## src/rtl/barrel_shift_pipe_pkg.sv

```systemverilog
// Shared definitions for the pipelined barrel shifter/rotator:
// operation mode encodings and small helpers used by the top and its stages.
package barrel_shift_pipe_pkg;

    // Operation modes as they appear on the in_mode port.
    typedef enum logic [1:0] {
        MODE_ROR = 2'b00,
        MODE_ROL = 2'b01,
        MODE_LSR = 2'b10,
        MODE_ASR = 2'b11
    } shift_mode_e;

    // Both rotate flavours use the same right-rotate datapath inside a stage.
    function automatic logic isRotate(input shift_mode_e mode);
        return (mode == MODE_ROR) || (mode == MODE_ROL);
    endfunction

    // Left rotation by n is a right rotation by (WIDTH - n) mod WIDTH. Because
    // WIDTH is a power of two, the modulo is the natural wrap of the
    // SH_W-bit shift amount, so two's-complement negation is all it takes.
    function automatic logic [31:0] negateMod(input logic [31:0] amount, input int unsigned shW);
        logic [31:0] mask;
        mask = (32'd1 << shW) - 32'd1;
        return ((~amount) + 32'd1) & mask;
    endfunction

endpackage

```

## src/rtl/barrel_shift_pipe_shift_stage.sv

```systemverilog
// One registered stage of the barrel shifter. The stage applies a fixed
// shift of AMT positions when its own bit of the shift amount is set and
// otherwise passes the data through. The handshake decision (load_i) is made
// by the top, which owns the whole stall chain.
module shift_stage
    import barrel_shift_pipe_pkg::*;
#(
    parameter int WIDTH = 8,
    parameter int AMT   = 1,
    localparam int SH_W = $clog2(WIDTH)
) (
    input  logic             clk,
    input  logic             rst_n,
    input  logic             load_i,
    input  logic             valid_i,
    input  logic [WIDTH-1:0] data_i,
    input  logic [SH_W-1:0]  shamt_i,
    input  shift_mode_e      mode_i,
    output logic             valid_o,
    output logic [WIDTH-1:0] data_o,
    output logic [SH_W-1:0]  shamt_o,
    output shift_mode_e      mode_o
);

    // Which bit of the shift amount this stage is responsible for.
    localparam int IDX = $clog2(AMT);

    logic             valid_q;
    logic [WIDTH-1:0] data_q;
    logic [WIDTH-1:0] data_d;
    logic [WIDTH-1:0] shifted;
    logic [SH_W-1:0]  shamt_q;
    shift_mode_e      mode_q;

    // Fixed-distance shift for this stage. Arithmetic shifts replicate the
    // current MSB; earlier arithmetic stages never change the MSB, so it
    // still holds the sign bit captured when the beat entered the pipe.
    always_comb begin
        shifted = data_i;
        if (isRotate(mode_i)) begin
            shifted = {data_i[AMT-1:0], data_i[WIDTH-1:AMT]};
        end else if (mode_i == MODE_LSR) begin
            shifted = {{AMT{1'b0}}, data_i[WIDTH-1:AMT]};
        end else begin
            shifted = {{AMT{data_i[WIDTH-1]}}, data_i[WIDTH-1:AMT]};
        end
        data_d = shamt_i[IDX] ? shifted : data_i;
    end

    // Stage register: cleared by reset, otherwise captures the upstream beat
    // (or bubble) whenever the stall chain lets this stage advance.
    always_ff @(posedge clk) begin
        if (!rst_n) begin
            valid_q <= 1'b0;
            data_q  <= '0;
            shamt_q <= '0;
            mode_q  <= MODE_ROR;
        end else if (load_i) begin
            valid_q <= valid_i;
            data_q  <= data_d;
            shamt_q <= shamt_i;
            mode_q  <= mode_i;
        end
    end

    assign valid_o = valid_q;
    assign data_o  = data_q;
    assign shamt_o = shamt_q;
    assign mode_o  = mode_q;

endmodule

```

## src/rtl/barrel_shift_pipe.sv

```systemverilog
// Pipelined barrel shifter/rotator with valid/ready on both sides.
// One register stage per shift-amount bit; stage i shifts by 2^i.
// Supports rotate right/left, logical right and arithmetic right.
module barrel_shift_pipe
    import barrel_shift_pipe_pkg::*;
#(
    parameter int WIDTH = 8,
    localparam int SH_W = $clog2(WIDTH)
) (
    input  logic             clk,
    input  logic             rst_n,
    input  logic             in_valid,
    output logic             in_ready,
    input  logic [WIDTH-1:0] in_data,
    input  logic [SH_W-1:0]  in_shamt,
    input  logic [1:0]       in_mode,
    output logic             out_valid,
    input  logic             out_ready,
    output logic [WIDTH-1:0] out_data
);

    // Index 0 is the (pre-processed) input beat, index i+1 is the output
    // register of stage i, so the last entry drives the output port.
    logic [SH_W:0]    chainValid;
    logic [WIDTH-1:0] chainData  [SH_W+1];
    logic [SH_W-1:0]  chainShamt [SH_W+1];
    shift_mode_e      chainMode  [SH_W+1];

    logic [SH_W-1:0]  stageLoad;
    shift_mode_e      inModeEnum;
    logic [SH_W-1:0]  entryShamt;
    shift_mode_e      entryMode;
    logic             unusedTail;

    // Input conditioning: a left rotate is turned into a right rotate by the
    // complementary amount here, so the stages only ever rotate right.
    always_comb begin
        inModeEnum = shift_mode_e'(in_mode);
        entryShamt = in_shamt;
        entryMode  = inModeEnum;
        if (inModeEnum == MODE_ROL) begin
            entryShamt = SH_W'(negateMod(32'(in_shamt), SH_W));
            entryMode  = MODE_ROR;
        end
    end

    assign chainValid[0] = in_valid;
    assign chainData[0]  = in_data;
    assign chainShamt[0] = entryShamt;
    assign chainMode[0]  = entryMode;

    // Stall chain, evaluated from the output backwards: a stage may load when
    // it is empty or when its downstream neighbour is loading (or, for the
    // last stage, draining). Empty stages always load, which collapses bubbles.
    always_comb begin
        stageLoad = '0;
        stageLoad[SH_W-1] = ~chainValid[SH_W] | out_ready;
        for (int i = SH_W - 2; i >= 0; i--) begin
            stageLoad[i] = ~chainValid[i+1] | stageLoad[i+1];
        end
    end

    for (genvar i = 0; i < SH_W; i++) begin : g_stage
        shift_stage #(
            .WIDTH (WIDTH),
            .AMT   (1 << i)
        ) u_stage (
            .clk     (clk),
            .rst_n   (rst_n),
            .load_i  (stageLoad[i]),
            .valid_i (chainValid[i]),
            .data_i  (chainData[i]),
            .shamt_i (chainShamt[i]),
            .mode_i  (chainMode[i]),
            .valid_o (chainValid[i+1]),
            .data_o  (chainData[i+1]),
            .shamt_o (chainShamt[i+1]),
            .mode_o  (chainMode[i+1])
        );
    end

    assign in_ready  = stageLoad[0];
    assign out_valid = chainValid[SH_W];
    assign out_data  = chainData[SH_W];

    // The last stage's amount and mode have no further consumer.
    assign unusedTail = ^{chainShamt[SH_W], chainMode[SH_W]};

endmodule

```

## config.mk

```make
export PLATFORM = sky130hd
export DESIGN_NAME = barrel_shift_pipe
export DESIGN_NICKNAME = d
export VERILOG_FILES = /design/src/rtl/barrel_shift_pipe_pkg.sv /design/src/rtl/barrel_shift_pipe_shift_stage.sv /design/src/rtl/barrel_shift_pipe.sv
export SDC_FILE = /design/constraint.sdc
export NUM_CORES = 1
export LEC_CHECK = 0
export CAP_MARGIN = 30
export CORE_UTILIZATION = 49
export CTS_BUF_LIST = sky130_fd_sc_hd__clkbuf_4
export DETAILED_ROUTE_END_ITERATION = 10
export PLACE_DENSITY = 0.86
export SYNTH_ARGS = -nofsm -noshare
export SYNTH_HDL_FRONTEND = slang
export SYNTH_SLANG_ARGS = --single-unit
```

## constraint.sdc

```tcl
create_clock -name clk -period 1.24 [get_ports clk]
set_input_delay 0.186 -clock clk [delete_from_list [all_inputs] [get_ports clk]]
set_output_delay 0.186 -clock clk [all_outputs]
set_load 0.1 [all_outputs]
```

==> flow_summary.json <==
{
  "outcome": "complete, but fails checks",
  "violations": "setup timing",
  "wire_per_inst_um": 14.6,
  "hold_viol_final": 0,
  "relSlewSlack": 0.748,
  "synth-seq-area-share": 0.410,
  "tightest_slew_ns": 0.377,
  "clkSinkCount": 34,
  "layout_commonest_cell": "dfxtp_1",
  "dp.cells": 235,
  "drc": 0,
  "grt_pass1_vias": 1377,
  "synthSimpleGateAreaFrac": 0.152,
  "rsz0062_at_grt": "yes",
  "fin_crit_ns": 1.37,
  "p_clk_frac": 0.256,
  "instances_no_fill": 245,
  "clkLatencyLatePin_ns": 0.34,
  "antenna_found_initial": 0,
  "dpl-instance-area_mm2": 0.00207,
  "n_fill_cell": 223,
  "crit_type": "reg2out",
  "crit_arrival_ns": 1.18,
  "fin_tns_setup_ns": -0.750,
  "synth_xor_area_frac": 0,
  "slew_violations": 0,
  "drive_gt1_frac": 0.189,
  "p_comb_frac": 0.216,
  "clockRootBuffer": "clkbuf_4",
  "syn_area_mm2": 0.00166,
  "avgSynthCellArea_um2": 9.49,
  "post-route-period-util": 1.10,
  "crit_fanout": 2,
  "start_kind": "flop",
  "regArea_um2": 687,
  "grt_use_total": 0.222,
  "gp_congestion": 0.717,
  "power_mw": 2.32,
  "overflow": 0,
  "netlist_instances": 175,
  "antenna_cells": 0,
  "synth.mux.area_fraction": 0.127,
  "vias": 1373,
  "final_area_mm2": 0.00215,
  "dpl.hpwl_mm": 2.56,
  "fin_hold_ws_ns": 0.439,
  "p_per_area_mw_per_mm2": 1080,
  "fp.dieH_um": 60.2,
  "p_switching_mw": 0.683,
  "fp.coreArea_mm2": 0.00313,
  "path_clk_slew_ns": 0.10,
  "worst_ep_required_time_ns": 1.05,
  "power.leakage_nw": 1.05,
  "design.die.area_mm2": 0.00363,
  "layout_common_cells": "31 x dfxtp_1, 27 x nand2_1, 21 x mux2i_1",
  "utilization": 0.686,
  "dp_slack_ns": -0.340,
  "rows": 20,
  "wirelength_mm": 3.58,
  "cts_buffers": 5,
  "synth-compound-area-share": 0.206,
  "fin_nets": 218,
  "worst_hold_path_type": "in2reg",
  "ios": 27,
  "clock_skew_ns": 0.00750,
  "synthAdderAreaFrac": 0.00753,
  "max-vdd-ir-drop_mv": 0.560,
  "die_x_um": 60.2,
  "fmax_mhz": 732,
  "synth.ff_latch_count": 34,
  "vias_per_cell": 5.60,
  "portBuffers": 26,
  "pwr-share-seq": 0.528,
  "htreeDepth": 2,
  "grt_pass1_wl_mm": 5.86,
  "finalWorstSetupSlack_ns": -0.127,
  "drt_iter0_drc": 34,
  "yosysUniqueCellTypes": 28,
  "area_delta_synth_final_pct": 29.2,
  "drv_cap": 0,
  "ant_nets": 0,
  "grt_max_degree": 41,
  "cts_tree": "done",
  "intPower_mw": 1.64,
  "cts-hold-fix-buffers": 0,
  "multiInputGateArea_um2": 821,
  "synth_top_family_by_area": "compound AO/OA/AOI/OAI gates",
  "firstDrtPassIters": 4,
  "crit_path_end_kind": "output pin",
  "setup_viol": 9,
  "power.share.switching": 0.295,
  "start_util": 0.531,
  "cts_buffer_depth": 2,
  "syn_nets": 193,
  "yosysWarnings": 0
}
-- synth_stat cells (all sizes together) --
| master | count | share of area |
|---|---|---|
| or2b | 1 | 0.0045 |
| ha | 1 | 0.0075 |
| mux2i | 21 | 0.13 |
| a21boi | 4 | 0.018 |
| o211ai | 6 | 0.027 |
| nand3 | 2 | 0.0060 |
| nand3b | 2 | 0.0090 |
| o21a | 1 | 0.0045 |
| buf | 18 | 0.081 |
| a31oi | 1 | 0.0038 |
| clkbuf | 3 | 0.0068 |
| o31a | 1 | 0.0060 |
| o211a | 17 | 0.10 |
| nor2b | 3 | 0.011 |
| nand2 | 27 | 0.061 |
| dfxtp | 34 | 0.41 |
| o22ai | 6 | 0.023 |
| and4b | 1 | 0.0068 |
| o21ai | 5 | 0.015 |
| and2 | 1 | 0.0045 |
| a21oi | 2 | 0.0060 |
| and3 | 6 | 0.023 |
| nand2b | 7 | 0.026 |
| inv | 5 | 0.011 |
-- power groups by stage --
stage | registers [mW] | clock network [mW] | logic [mW]
finish | 1.22 | 0.593 | 0.501
global route | 1.23 | 0.634 | 0.531
CTS | 1.22 | 0.593 | 0.498
detailed placement | 1.25 | 0 | 0.498
global placement | 1.24 | 0 | 0.482
floorplan | 1.23 | 0 | 0.327
-- layout make-up --
| type | instances | area share |
|---|---|---|
| Timing Repair Buffer | 39 | 0.236 |
| Tap cell | 44 | 0.0256 |
| Clock inverter | 2 | 0.00408 |
| Inverter | 5 | 0.0111 |
| Sequential cell | 34 | 0.320 |
| Multi-Input combinational cell | 115 | 0.382 |
| Clock buffer | 6 | 0.0210 |
-- final timing paths --
kind                                                              start                                        end  slack, ns  cells after the start
worst min register to register  g_stage[0].u_stage.valid_o$_SDFFE_PN0P_    g_stage[1].u_stage.valid_o$_SDFFE_PN0P_       0.46                      2
worst min-delay path                                           in_valid    g_stage[0].u_stage.valid_o$_SDFFE_PN0P_       0.44                      2
worst max register to register  g_stage[0].u_stage.valid_o$_SDFFE_PN0P_  g_stage[0].u_stage.data_o[2]$_SDFFE_PN0P_      -0.09                      5
worst max-delay path            g_stage[1].u_stage.valid_o$_SDFFE_PN0P_                                   in_ready      -0.13                      3
-- flip-flops by register name, summed over array words and instances, names as in the netlist --
signal / flops
g_stage.u_stage.mode_o: 4
g_stage.u_stage.valid_o: 3
g_stage.u_stage.data_o: 24
g_stage.u_stage.shamt_o: 3
-- logic make-up (layout without fill, tap and decap cells) --
family	Yosys count	after routing
AND/OR/NAND/NOR	50	50
buffers and inverters	26	52
adder cells (fa/ha/maj)	1	1
AO/OA/AOI/OAI	43	43
multiplexers	21	21
flip-flops	34	34
-- per-layer routing --
layer  track usage  share of wire  vias up
li1              -              -      666
met5             0              0        -
met4         0.150          0.039        0
met2         0.383           0.50       30
met3        0.0563          0.038       17
met1         0.235           0.42      660
-- critical path, stage by stage (launching register included) --
cell,delay (ns)
dfxtp_2,0.33
and4b_2,0.27
inv_6,0.08
buf_12,0.16
-- what timing repair did --
item | in CTS | in global routing
pin swaps | 1 | 0
gates resized for setup | 6 | 3
setup buffers | 2 | 0
cloned | 0 | 0
endpoints found under the setup margin | 1 | 12
(Power assumes the default switching activity.)
